--- config.mk ---
export PLATFORM = sky130hd
export DESIGN_NAME = fetch_queue_flat
export DESIGN_NICKNAME = d
export VERILOG_FILES = /design/src/rtl/fetch_queue_if.sv /design/src/rtl/fetch_queue.sv /design/src/flat_wrapper.sv
export SDC_FILE = /design/constraint.sdc
export NUM_CORES = 1
export LEC_CHECK = 0
export CAP_MARGIN = 15
export CORE_ASPECT_RATIO = 1.4
export CORE_MARGIN = 5
export CORE_UTILIZATION = 58
export CTS_CLUSTER_DIAMETER = 100
export CTS_CLUSTER_SIZE = 14
export DETAILED_ROUTE_END_ITERATION = 8
export PLACE_DENSITY = 0.77
export SETUP_SLACK_MARGIN = 0.05
export SLEW_MARGIN = 20
export SYNTH_ARGS = -nofsm -noshare
export SYNTH_HDL_FRONTEND = slang
export SYNTH_SLANG_ARGS = --single-unit
--- constraint.sdc ---
create_clock -name clk -period 4.55 [get_ports clk]
set_clock_uncertainty 0.1 [all_clocks]
set_input_delay 0.91 -clock clk [delete_from_list [all_inputs] [get_ports clk]]
set_output_delay 0.91 -clock clk [all_outputs]
set_load 0.1 [all_outputs]
--- src/rtl/fetch_queue_if.sv ---
// Fetch stage bus: instruction-memory request/response, core redirect and
// the instruction handshake toward the core.
//   master: the fetch_queue side (drives imem_req/imem_addr and ir/ir_pc/ir_valid)
//   slave : the environment side (memory + core)
interface fetch_queue_if #(
    parameter int unsigned AW = 32
);
    logic          imem_req;
    logic [AW-1:0] imem_addr;
    logic          imem_rdy;
    logic          imem_rvalid;
    logic [31:0]   imem_rdata;
    logic          redirect;
    logic [AW-1:0] redirect_pc;
    logic [31:0]   ir;
    logic [AW-1:0] ir_pc;
    logic          ir_valid;
    logic          ir_ready;

    modport master (
        output imem_req, imem_addr, ir, ir_pc, ir_valid,
        input  imem_rdy, imem_rvalid, imem_rdata, redirect, redirect_pc, ir_ready
    );

    modport slave (
        input  imem_req, imem_addr, ir, ir_pc, ir_valid,
        output imem_rdy, imem_rvalid, imem_rdata, redirect, redirect_pc, ir_ready
    );
endinterface

--- src/rtl/fetch_queue.sv ---
// Instruction fetch queue: issues in-order word fetches under a credit limit,
// buffers returned words with their PCs in a DEPTH-entry prefetch FIFO and
// hands them to the core over a valid/ready handshake. A redirect empties the
// FIFO, restarts fetch at the new target and drops the stale in-flight words.
//
// Ports:
//   clk        - clock, rising edge
//   rst        - synchronous active-high reset
//   bus        - fetch_queue_if.master: imem_req/addr/rdy/rvalid/rdata,
//                redirect/redirect_pc, ir/ir_pc/ir_valid/ir_ready
//
// Build option: define FETCH_BYPASS_EN to forward a response straight to
// ir/ir_pc/ir_valid when the FIFO is empty in RUN (zero-cycle latency).
// Without it every core-facing output comes from registers.
module fetch_queue #(
    parameter int unsigned DEPTH = 4,
    parameter int unsigned AW    = 32
) (
    input  logic          clk,
    input  logic          rst,
    fetch_queue_if.master bus
);
    localparam int unsigned PW = (DEPTH > 1) ? $clog2(DEPTH) : 1;
    localparam int unsigned CW = $clog2(DEPTH + 1);

    typedef enum logic {
        RUN   = 1'b0,
        FLUSH = 1'b1
    } state_t;

    state_t          state_q, state_d;
    logic [AW-1:0]   fetch_pc_q, fetch_pc_d;
    logic [CW-1:0]   count_q, count_d;
    logic [CW-1:0]   outst_q, outst_d;
    logic [CW-1:0]   drop_q, drop_d;
    logic [PW-1:0]   rd_ptr_q, rd_ptr_d;
    logic [PW-1:0]   wr_ptr_q, wr_ptr_d;
    logic [PW-1:0]   tag_rd_q, tag_rd_d;
    logic [PW-1:0]   tag_wr_q, tag_wr_d;
    logic            req_q, req_d;
    logic [31:0]     ir_q, ir_d;
    logic [AW-1:0]   ir_pc_q, ir_pc_d;
    logic            ir_valid_q, ir_valid_d;

    logic [31:0]     data_mem_q [DEPTH];
    logic [AW-1:0]   pc_mem_q   [DEPTH];
    logic [AW-1:0]   tag_mem_q  [DEPTH];

    logic            xfer;
    logic            resp;
    logic [AW-1:0]   resp_pc;
    logic            push;
    logic            fifo_pop;
    logic            byp_take;
    logic [CW:0]     credit_sum;

    assign xfer    = req_q && bus.imem_rdy;
    assign resp    = bus.imem_rvalid;
    // Responses come back in request order, so the tag FIFO head is the PC
    // of whatever word is returning now (stale or not).
    assign resp_pc = tag_mem_q[tag_rd_q];

    assign bus.imem_req  = req_q;
    assign bus.imem_addr = fetch_pc_q;

`ifdef FETCH_BYPASS_EN
    logic byp;
    assign byp          = (state_q == RUN) && (count_q == '0) && resp;
    assign byp_take     = byp && bus.ir_ready;
    assign bus.ir_valid = byp || ir_valid_q;
    assign bus.ir       = byp ? bus.imem_rdata : ir_q;
    assign bus.ir_pc    = byp ? resp_pc : ir_pc_q;
`else
    assign byp_take     = 1'b0;
    assign bus.ir_valid = ir_valid_q;
    assign bus.ir       = ir_q;
    assign bus.ir_pc    = ir_pc_q;
`endif

    // ir_valid_q mirrors count_q != 0, so this is a pop of the FIFO head only.
    assign fifo_pop = ir_valid_q && bus.ir_ready && !bus.redirect;
    assign push     = resp && (state_q == RUN) && !bus.redirect && !byp_take;

    // Next-state, counters, pointers and output registers.
    always_comb begin
        state_d    = state_q;
        fetch_pc_d = fetch_pc_q;
        count_d    = count_q;
        outst_d    = outst_q + CW'(xfer) - CW'(resp);
        drop_d     = drop_q;
        rd_ptr_d   = rd_ptr_q;
        wr_ptr_d   = wr_ptr_q;
        tag_rd_d   = tag_rd_q + PW'(resp);
        tag_wr_d   = tag_wr_q + PW'(xfer);
        ir_d       = ir_q;
        ir_pc_d    = ir_pc_q;
        ir_valid_d = 1'b0;
        req_d      = 1'b0;
        credit_sum = '0;

        if (xfer) begin
            fetch_pc_d = fetch_pc_q + AW'(1);
        end

        if (bus.redirect) begin
            fetch_pc_d = bus.redirect_pc;
            count_d    = '0;
            rd_ptr_d   = wr_ptr_q;
        end else begin
            count_d  = count_q + CW'(push) - CW'(fifo_pop);
            rd_ptr_d = rd_ptr_q + PW'(fifo_pop);
            wr_ptr_d = wr_ptr_q + PW'(push);
        end

        case (state_q)
            RUN: begin
                if (bus.redirect) begin
                    // Everything still in flight (including this cycle's
                    // transfer) is stale.
                    drop_d  = outst_d;
                    state_d = (outst_d != '0) ? FLUSH : RUN;
                end
            end
            FLUSH: begin
                // A redirect here only retargets fetch_pc; the drop count
                // keeps tracking the responses already owed.
                drop_d  = drop_q - CW'(resp);
                state_d = (drop_d == '0) ? RUN : FLUSH;
            end
            default: begin
                state_d = RUN;
            end
        endcase

        credit_sum = {1'b0, count_d} + {1'b0, outst_d};
        req_d      = (state_d == RUN) && (credit_sum < (CW + 1)'(DEPTH));

        // Registered FIFO head; the word written this cycle becomes the head
        // when it lands in the slot rd_ptr_d points at.
        ir_valid_d = (count_d != '0);
        if (count_d != '0) begin
            if (push && (wr_ptr_q == rd_ptr_d)) begin
                ir_d    = bus.imem_rdata;
                ir_pc_d = resp_pc;
            end else begin
                ir_d    = data_mem_q[rd_ptr_d];
                ir_pc_d = pc_mem_q[rd_ptr_d];
            end
        end
    end

    // Control and output registers.
    always_ff @(posedge clk) begin
        if (rst) begin
            state_q    <= RUN;
            fetch_pc_q <= '0;
            count_q    <= '0;
            outst_q    <= '0;
            drop_q     <= '0;
            rd_ptr_q   <= '0;
            wr_ptr_q   <= '0;
            tag_rd_q   <= '0;
            tag_wr_q   <= '0;
            req_q      <= 1'b0;
            ir_q       <= '0;
            ir_pc_q    <= '0;
            ir_valid_q <= 1'b0;
        end else begin
            state_q    <= state_d;
            fetch_pc_q <= fetch_pc_d;
            count_q    <= count_d;
            outst_q    <= outst_d;
            drop_q     <= drop_d;
            rd_ptr_q   <= rd_ptr_d;
            wr_ptr_q   <= wr_ptr_d;
            tag_rd_q   <= tag_rd_d;
            tag_wr_q   <= tag_wr_d;
            req_q      <= req_d;
            ir_q       <= ir_d;
            ir_pc_q    <= ir_pc_d;
            ir_valid_q <= ir_valid_d;
        end
    end

    // Prefetch data/PC storage and the in-flight PC tag FIFO.
    always_ff @(posedge clk) begin
        if (rst) begin
            for (int i = 0; i < int'(DEPTH); i++) begin
                data_mem_q[i] <= '0;
                pc_mem_q[i]   <= '0;
                tag_mem_q[i]  <= '0;
            end
        end else begin
            if (push) begin
                data_mem_q[wr_ptr_q] <= bus.imem_rdata;
                pc_mem_q[wr_ptr_q]   <= resp_pc;
            end
            if (xfer) begin
                tag_mem_q[tag_wr_q] <= fetch_pc_q;
            end
        end
    end
endmodule

--- src/flat_wrapper.sv ---
// flat-port wrapper written by rule: the top's interface ports become plain ports
module fetch_queue_flat 
#(
    parameter int unsigned DEPTH = 4,
    parameter int unsigned AW    = 32
)
  (clk, rst, bus_imem_req, bus_imem_addr, bus_ir, bus_ir_pc, bus_ir_valid, bus_imem_rdy, bus_imem_rvalid, bus_imem_rdata, bus_redirect, bus_redirect_pc, bus_ir_ready);
  fetch_queue_if #(.AW(AW)) bus_i ();
  input  logic clk;
  input  logic rst;
  output wire logic [$bits(bus_i.imem_req)-1:0] bus_imem_req;
  output wire logic [$bits(bus_i.imem_addr)-1:0] bus_imem_addr;
  output wire logic [$bits(bus_i.ir)-1:0] bus_ir;
  output wire logic [$bits(bus_i.ir_pc)-1:0] bus_ir_pc;
  output wire logic [$bits(bus_i.ir_valid)-1:0] bus_ir_valid;
  input wire logic [$bits(bus_i.imem_rdy)-1:0] bus_imem_rdy;
  input wire logic [$bits(bus_i.imem_rvalid)-1:0] bus_imem_rvalid;
  input wire logic [$bits(bus_i.imem_rdata)-1:0] bus_imem_rdata;
  input wire logic [$bits(bus_i.redirect)-1:0] bus_redirect;
  input wire logic [$bits(bus_i.redirect_pc)-1:0] bus_redirect_pc;
  input wire logic [$bits(bus_i.ir_ready)-1:0] bus_ir_ready;
  assign bus_imem_req = bus_i.imem_req;
  assign bus_imem_addr = bus_i.imem_addr;
  assign bus_ir = bus_i.ir;
  assign bus_ir_pc = bus_i.ir_pc;
  assign bus_ir_valid = bus_i.ir_valid;
  assign bus_i.imem_rdy = bus_imem_rdy;
  assign bus_i.imem_rvalid = bus_imem_rvalid;
  assign bus_i.imem_rdata = bus_imem_rdata;
  assign bus_i.redirect = bus_redirect;
  assign bus_i.redirect_pc = bus_redirect_pc;
  assign bus_i.ir_ready = bus_ir_ready;
  fetch_queue #(.DEPTH(DEPTH), .AW(AW)) u_core (.clk(clk), .rst(rst), .bus(bus_i));
endmodule
==> flow_summary.yaml, run 1 <==
outcome:
  status: "complete, no violations"
synthesis:
  synth_top_cell_by_area: "edfxtp_1"
  yosys_warnings: 0
  syn_inst: 1533
  synth_area_um2: 21900
  ys_ff_latch: 500
  synth_top_area_frac: 0.526
  yosysSeqAreaShare: 0.632
  synth_edf_count: 384
  synth_cell_type_count: 56
  synth_commonest_cells: "edfxtp_1, and2_1, dfxtp_1"
  synth_area_leaders: "edfxtp_1, dfxtp_1, mux4_2"
  yosys.cell_count.top_type: "edfxtp_1"
  postSynthAreaPerCell_um2: 14.3
  async_flop_share: 0
  synth_ff_type: "edfxtp_1"
  syn_nets: 1618
setup_path:
  cp-start-kind: "input pin"
  reg2reg_to: "u_core.bus.ir[18]"
  arrival_ps: 4340
  critical_path_required_ps: 4920
  crit-reg2reg-launch: "u_core.bus.ir_valid"
  cp_max_fo: 35
  path_class: "in2reg"
  end_kind: "flip-flop"
  reg2reg_depth: 10
  r2r_slack_ps: 1190
detailed_routing:
  ant_nets: 0
  drtPass1Iterations: 5
  avgViaCountPerCell: 6.18
  drtIter0Drc: 1004
  wl_per_cell_um: 23.0
  routed_wirelength_mm: 49.8
  remaining_drc_errors: 0
  vias: 13398
global_routing:
  grt_pass1_vias: 14426
  antenna_found_initial: 0
  grt_pass1_wl_mm: 78.9
  grt.busiest_layer: "met2"
  grt_max_degree: 65
  overflow: 0
  gr-usage-all-layers: 0.239
  use_met3: 0.0368
  grt_use_met2: 0.441
  use_met1: 0.286
pwr:
  p_leak_nw: 9.44
  cellPowerDensity_nw_per_um2: 411
  peakVddDrop_uv: 297
sta:
  finalHoldViolations: 0
  rsz0062_at_grt: "false"
  fmax_mhz: 252
  setup_viol: 0
  worstMarginPinSlew_ps: 1070
  min_period_over_period: 0.871
  slew_headroom: 0.282
  finalCriticalPeriod_ps: 3970
  setup_tns_ps: 0
  slew_viol_final: 0
placed_design:
  place.gp.congestion: 0.835
  placed_area_um2: 24300
  io_buffers: 167
  hpwl_mm: 30.1
clock_network:
  clkTransAtPathRegs_ps: 60
  htree_levels: 2
  clock-sinks: 500
  clockBufferDepth: 3
  cts_buffers: 41
  clkLatencyLatePin_ps: 540
  clockRootBuffer: "clkbuf_16"
  ctsHoldBuffers: 0
  cts_tree: "yes"
  cts_setup_buffers: 0
  cts.repair.resized: 0
job:
  max-cap-violations: 0
layout:
  design_area_um2: 25400
  nFillCells: 2584
  area_growth_pct: 16.0
  n_antenna_cell: 0
  nets: 1750
  multi_input_area_um2: 7620
  drive_above_1_share: 0.121
  seq_area_um2: 13900
min_path:
  min_from: "u_core.bus.ir[27]"
  hold_end: "u_core.bus.ir[27]"
  hold_path.class: "reg2reg"
  min_path_cells: 1
floorplanning:
  die_x_um: 174
  design.core.area_um2: 37500
  start_util: 0.584
  die-area_um2: 41800
  fp.dieH_um: 240
  std_cell_rows: 84
  io_pins: 168
cell families (layout without fill, tap and decap cells):
group	after synthesis	after routing	share of synthesized area
fa+ha+maj	15	15	0.00925
mux	107	107	0.102
buf+inv	136	298	0.0246
simple gates	621	621	0.169
flops	500	500	0.632
xor+xnor	19	19	0.00896
compound gates	135	135	0.0543
cells in the final DEF (no fill, tap or decap), drive strengths merged, types with 3 or more instances in the layout:
cell	instances
nand2	25
mux4	92
nor3	17
o31ai	13
mux2	4
a2111oi	4
or3	5
and2	315
a21oi	8
or2	4
a32oi	3
o21ai	7
xnor2	12
nor2b	37
a311oi	13
inv	17
nand3b	3
clkdlybuf4s50	166
buf	42
clkbuf	73
nor2	55
nor4b	3
a221o	64
dfxtp	116
edfxtp	384
or4	15
nand4	10
and3	101
nor4	6
ha	13
xor2	5
and4	4
mux2i	11
nand3	16
a211oi	12
power breakdown:
part / total (W) / switching [W] / internal [W] / leakage [nW]
sequential: 0.00540 / 0.000191 / 0.00521 / 4.92
combinational: 0.00182 / 0.00123 / 0.000590 / 3.96
clock: 0.00325 / 0.00151 / 0.00173 / 0.554
total: 0.0105 / 0.00293 / 0.00753 / 9.44
final cells by class:
class / instances / share of cell area
Inverter: 17 / 0.00251
Sequential cell: 500 / 0.545
Tap cell: 473 / 0.0233
Timing Repair Buffer: 208 / 0.0840
Multi-Input combinational cell: 897 / 0.300
Clock buffer: 73 / 0.0459
flip-flops by register name, summed over array words and instances (netlist names), 2 cells and up:
register,flops
u_core.bus.imem_addr,32
u_core.bus.ir,32
u_core.bus.ir_pc,32
u_core.count_q,3
u_core.data_mem_q,128
u_core.drop_q,3
u_core.outst_q,3
u_core.pc_mem_q,128
u_core.rd_ptr_q,2
u_core.tag_mem_q,128
u_core.tag_rd_q,2
u_core.tag_wr_q,2
u_core.wr_ptr_q,2
layer usage:
metal | share of wire | routed length [um]
met4 | 0.031 | 1540
met3 | 0.057 | 2830
met1 | 0.38 | 18800
met2 | 0.54 | 26600
met5 | 0 | 0
metrics by stage:
step,util,total power (W),hold WS [ps],setup slack (ps),cells
2_1_floorplan,-,0.00671,393,123,1533
3_3_place_gp,0.647,0.00727,369,171,2095
3_5_place_dp,0.647,0.00732,376,88.1,2095
4_1_cts,0.678,0.0105,391,586,2168
5_1_grt,0.678,0.0109,403,470,2168
6_report,0.678,0.0105,387,585,2168
how the worst max path moves through the flow:
stage                                    from                     end  slack (ps)
after global placement           bus_redirect       u_core.bus.ir[14]         170
after detailed placement         bus_redirect       u_core.bus.ir[18]          90
after CTS                        bus_redirect    u_core.bus.ir_pc[27]         590
after global routing             bus_redirect    u_core.bus.ir_pc[27]         470
final                            bus_redirect       u_core.bus.ir[18]         580
after floorplan           u_core.bus.imem_req  u_core.tag_mem_q[3][0]         120
worst max-delay path, stage by stage:
cell and delay [ps]:
clkdlybuf4s50_1 570, inv_2 50, and3_1 160, ha_1 280
inv_1 50, ha_1 220, fa_1 380, xor3_1 290
nand2_2 100, a21oi_4 820, buf_12 300, a221o_1 190
Note: power is estimated with default switching activity, not from simulation.
==> run 2, diff against run 1 <==
- GPL_TIMING_DRIVEN: unset -> 0
==> run 2 against run 1 <==
  * Worst setup slack lost 300 ps
  * Non-clock buffer count grew 83
  * Via count is 3.6% higher
  * Core utilization is 0.37 points higher
  * Sequential share of layout area fell by 0.31 points
  * Sequential cell count unchanged
  * Largest cell class unchanged
  * Highest routed layer unchanged
==> flow_summary.yaml, run 2 (synthesis gave the netlist of run 1 again) <==
placed_design:
  hpwl_mm: 36.7
  io_buffers: 165
  place.gp.congestion: 0.922
  place_inst: 2176
  pre_cts_ws_ps: -1390
  placed_area_um2: 24300
setup_path:
  cp-start-kind: "input pin"
  worst-path-buf-inv: 8
  critical_path_required_ps: 4890
  arrival_ps: 4600
  path_class: "in2reg"
  cp_max_fo: 19
  critPathSlowestCell: "clkbuf_1"
  slowest_delay_ps: 420
  cp_cell_sequence: "buf_2, inv_2, clkbuf_4, and3_1, ha_1, inv_1, ha_1, fa_1, xor3_1, and2_0, clkbuf_1, a2111oi_4, buf_4, buf_12, clkbuf_1, a221o_1"
  critPathTopFamily: "buffers and inverters"
  end_kind: "flip-flop"
sta:
  min_period_over_period: 0.937
  rsz0062_at_grt: "false"
  fmax_mhz: 234
  slew_headroom: 0.227
  slew_viol_final: 0
  finalCriticalPeriod_ps: 4260
  setup_viol: 0
  worstMarginPinSlew_ps: 1140
  finalHoldViolations: 0
  fin_ws_ps: 285
floorplanning:
  std_cell_rows: 84
  start_util: 0.584
  fp.dieH_um: 240
  io_pins: 168
  die_x_um: 174
  design.core.area_um2: 37500
  die-area_um2: 41800
detailed_routing:
  drtIter0Drc: 1070
  wl_per_cell_um: 23.6
  routed_wirelength_mm: 53.3
  vias: 13883
  remaining_drc_errors: 0
  avgViaCountPerCell: 6.16
  ant_nets: 0
  drtPass1Iterations: 5
clock_network:
  clock-sinks: 500
  cts_tree: "yes"
  cts_buffers: 41
  htree_levels: 2
  clkLatencyLatePin_ps: 560
  clockRootBuffer: "clkbuf_16"
  clockBufferDepth: 3
  clkTransAtPathRegs_ps: 70
layout:
  area_growth_pct: 16.7
  design_area_um2: 25600
  top_regs: "u_core.data_mem_q: 128 flops, u_core.pc_mem_q: 128 flops, u_core.tag_mem_q: 128 flops"
  nFillCells: 2593
  drive_above_1_share: 0.106
  final_cells: 2253
  nets: 1833
  layout_common_cells: "edfxtp_1, and2_1, clkdlybuf4s50_1, clkbuf_1, dfxtp_1"
  final_common_cell: "edfxtp_1"
  post-route-util: 0.682
global_routing:
  grt_pass1_vias: 14624
  gr-usage-all-layers: 0.252
  use_met3: 0.0349
  grt_max_degree: 43
  grt_pass1_wl_mm: 81.5
  overflow: 0
  grt_use_met2: 0.472
  use_met1: 0.299
  antenna_found_initial: 1
  grt.busiest_layer: "met2"
job:
  max-cap-violations: 0
pwr:
  cellPowerDensity_nw_per_um2: 412
  p_leak_nw: 9.47
  finalPower_w: 0.0105
  peakVddDrop_uv: 257
outcome:
  status: "complete, no violations"
min_path:
  hold_path.class: "reg2reg"
run 2: cell types whose count changed in the layout (fill, tap and decap cells not counted), sizes merged:
cell and change:
clkbuf +92, buf -9, inv +2, clkdlybuf4s50 -1
diode +1
run 2: layer usage:
layer	up-vias	wire length (um)	part of all wire
met2	554	29200	0.55
met3	111	2990	0.056
met5	-	0	0
li1	6265	-	-
met1	6953	19400	0.36
met4	0	1650	0.031
run 2: final timing paths:
check	startpoint	endpoint	slack, ps	depth (start not counted)
setup / recovery	bus_redirect	u_core.bus.ir[10]	290	16
hold / removal	u_core.bus.ir[7]	u_core.bus.ir[7]	380	1
setup reg to reg	u_core.state_q	u_core.bus.ir[10]	800	13
hold reg to reg	u_core.bus.ir[7]	u_core.bus.ir[7]	380	1
run 2: what timing repair did:
action | in CTS | in global routing
hold endpoints to repair | 0 | 0
setup buffers | 3 | 0
hold buffers | 0 | 0
endpoints found under the setup margin | 64 | 31
pin swaps | 1 | 0
resized for setup | 8 | 2
run 2: layout make-up:
| cell class | count | area (um2) | share of cell area |
|---|---|---|---|
| clock buffer | 72 | 1160 | 0.0455 |
| inverter | 17 | 63.8 | 0.00249 |
| clock inverter | 2 | 17.5 | 0.000685 |
| sequential | 500 | 13900 | 0.542 |
| antenna | 1 | 2.50 | 0.0000978 |
| multi-input combinational | 897 | 7590 | 0.297 |
| tap | 473 | 592 | 0.0231 |
| buffer | 118 | 483 | 0.0189 |
| timing repair buffer | 173 | 1810 | 0.0707 |
run 2: per-stage QoR:
step,hold slack [ps],TNS (ps)
after floorplan,393,0
after global placement,366,-408640
after detailed placement,373,-76560
after CTS,389,0
after global routing,401,0
final,384,0
run 2: worst register-to-register path, cell delays in order, from the launching register on:
cell and delay [ps]:
dfxtp_1 320, clkbuf_1 320, nor2_1 140, and2_1 270, ha_1 230, fa_1 380
xor3_1 290, and2_0 140, clkbuf_1 420, a2111oi_4 80, buf_4 190, buf_12 140
clkbuf_1 230, a221o_1 380
run 2: power by group:
part           internal (W)  total (W)  switching [W]
clock               0.00174    0.00331        0.00157
combinational      0.000584    0.00188        0.00130
sequential          0.00521    0.00536       0.000151
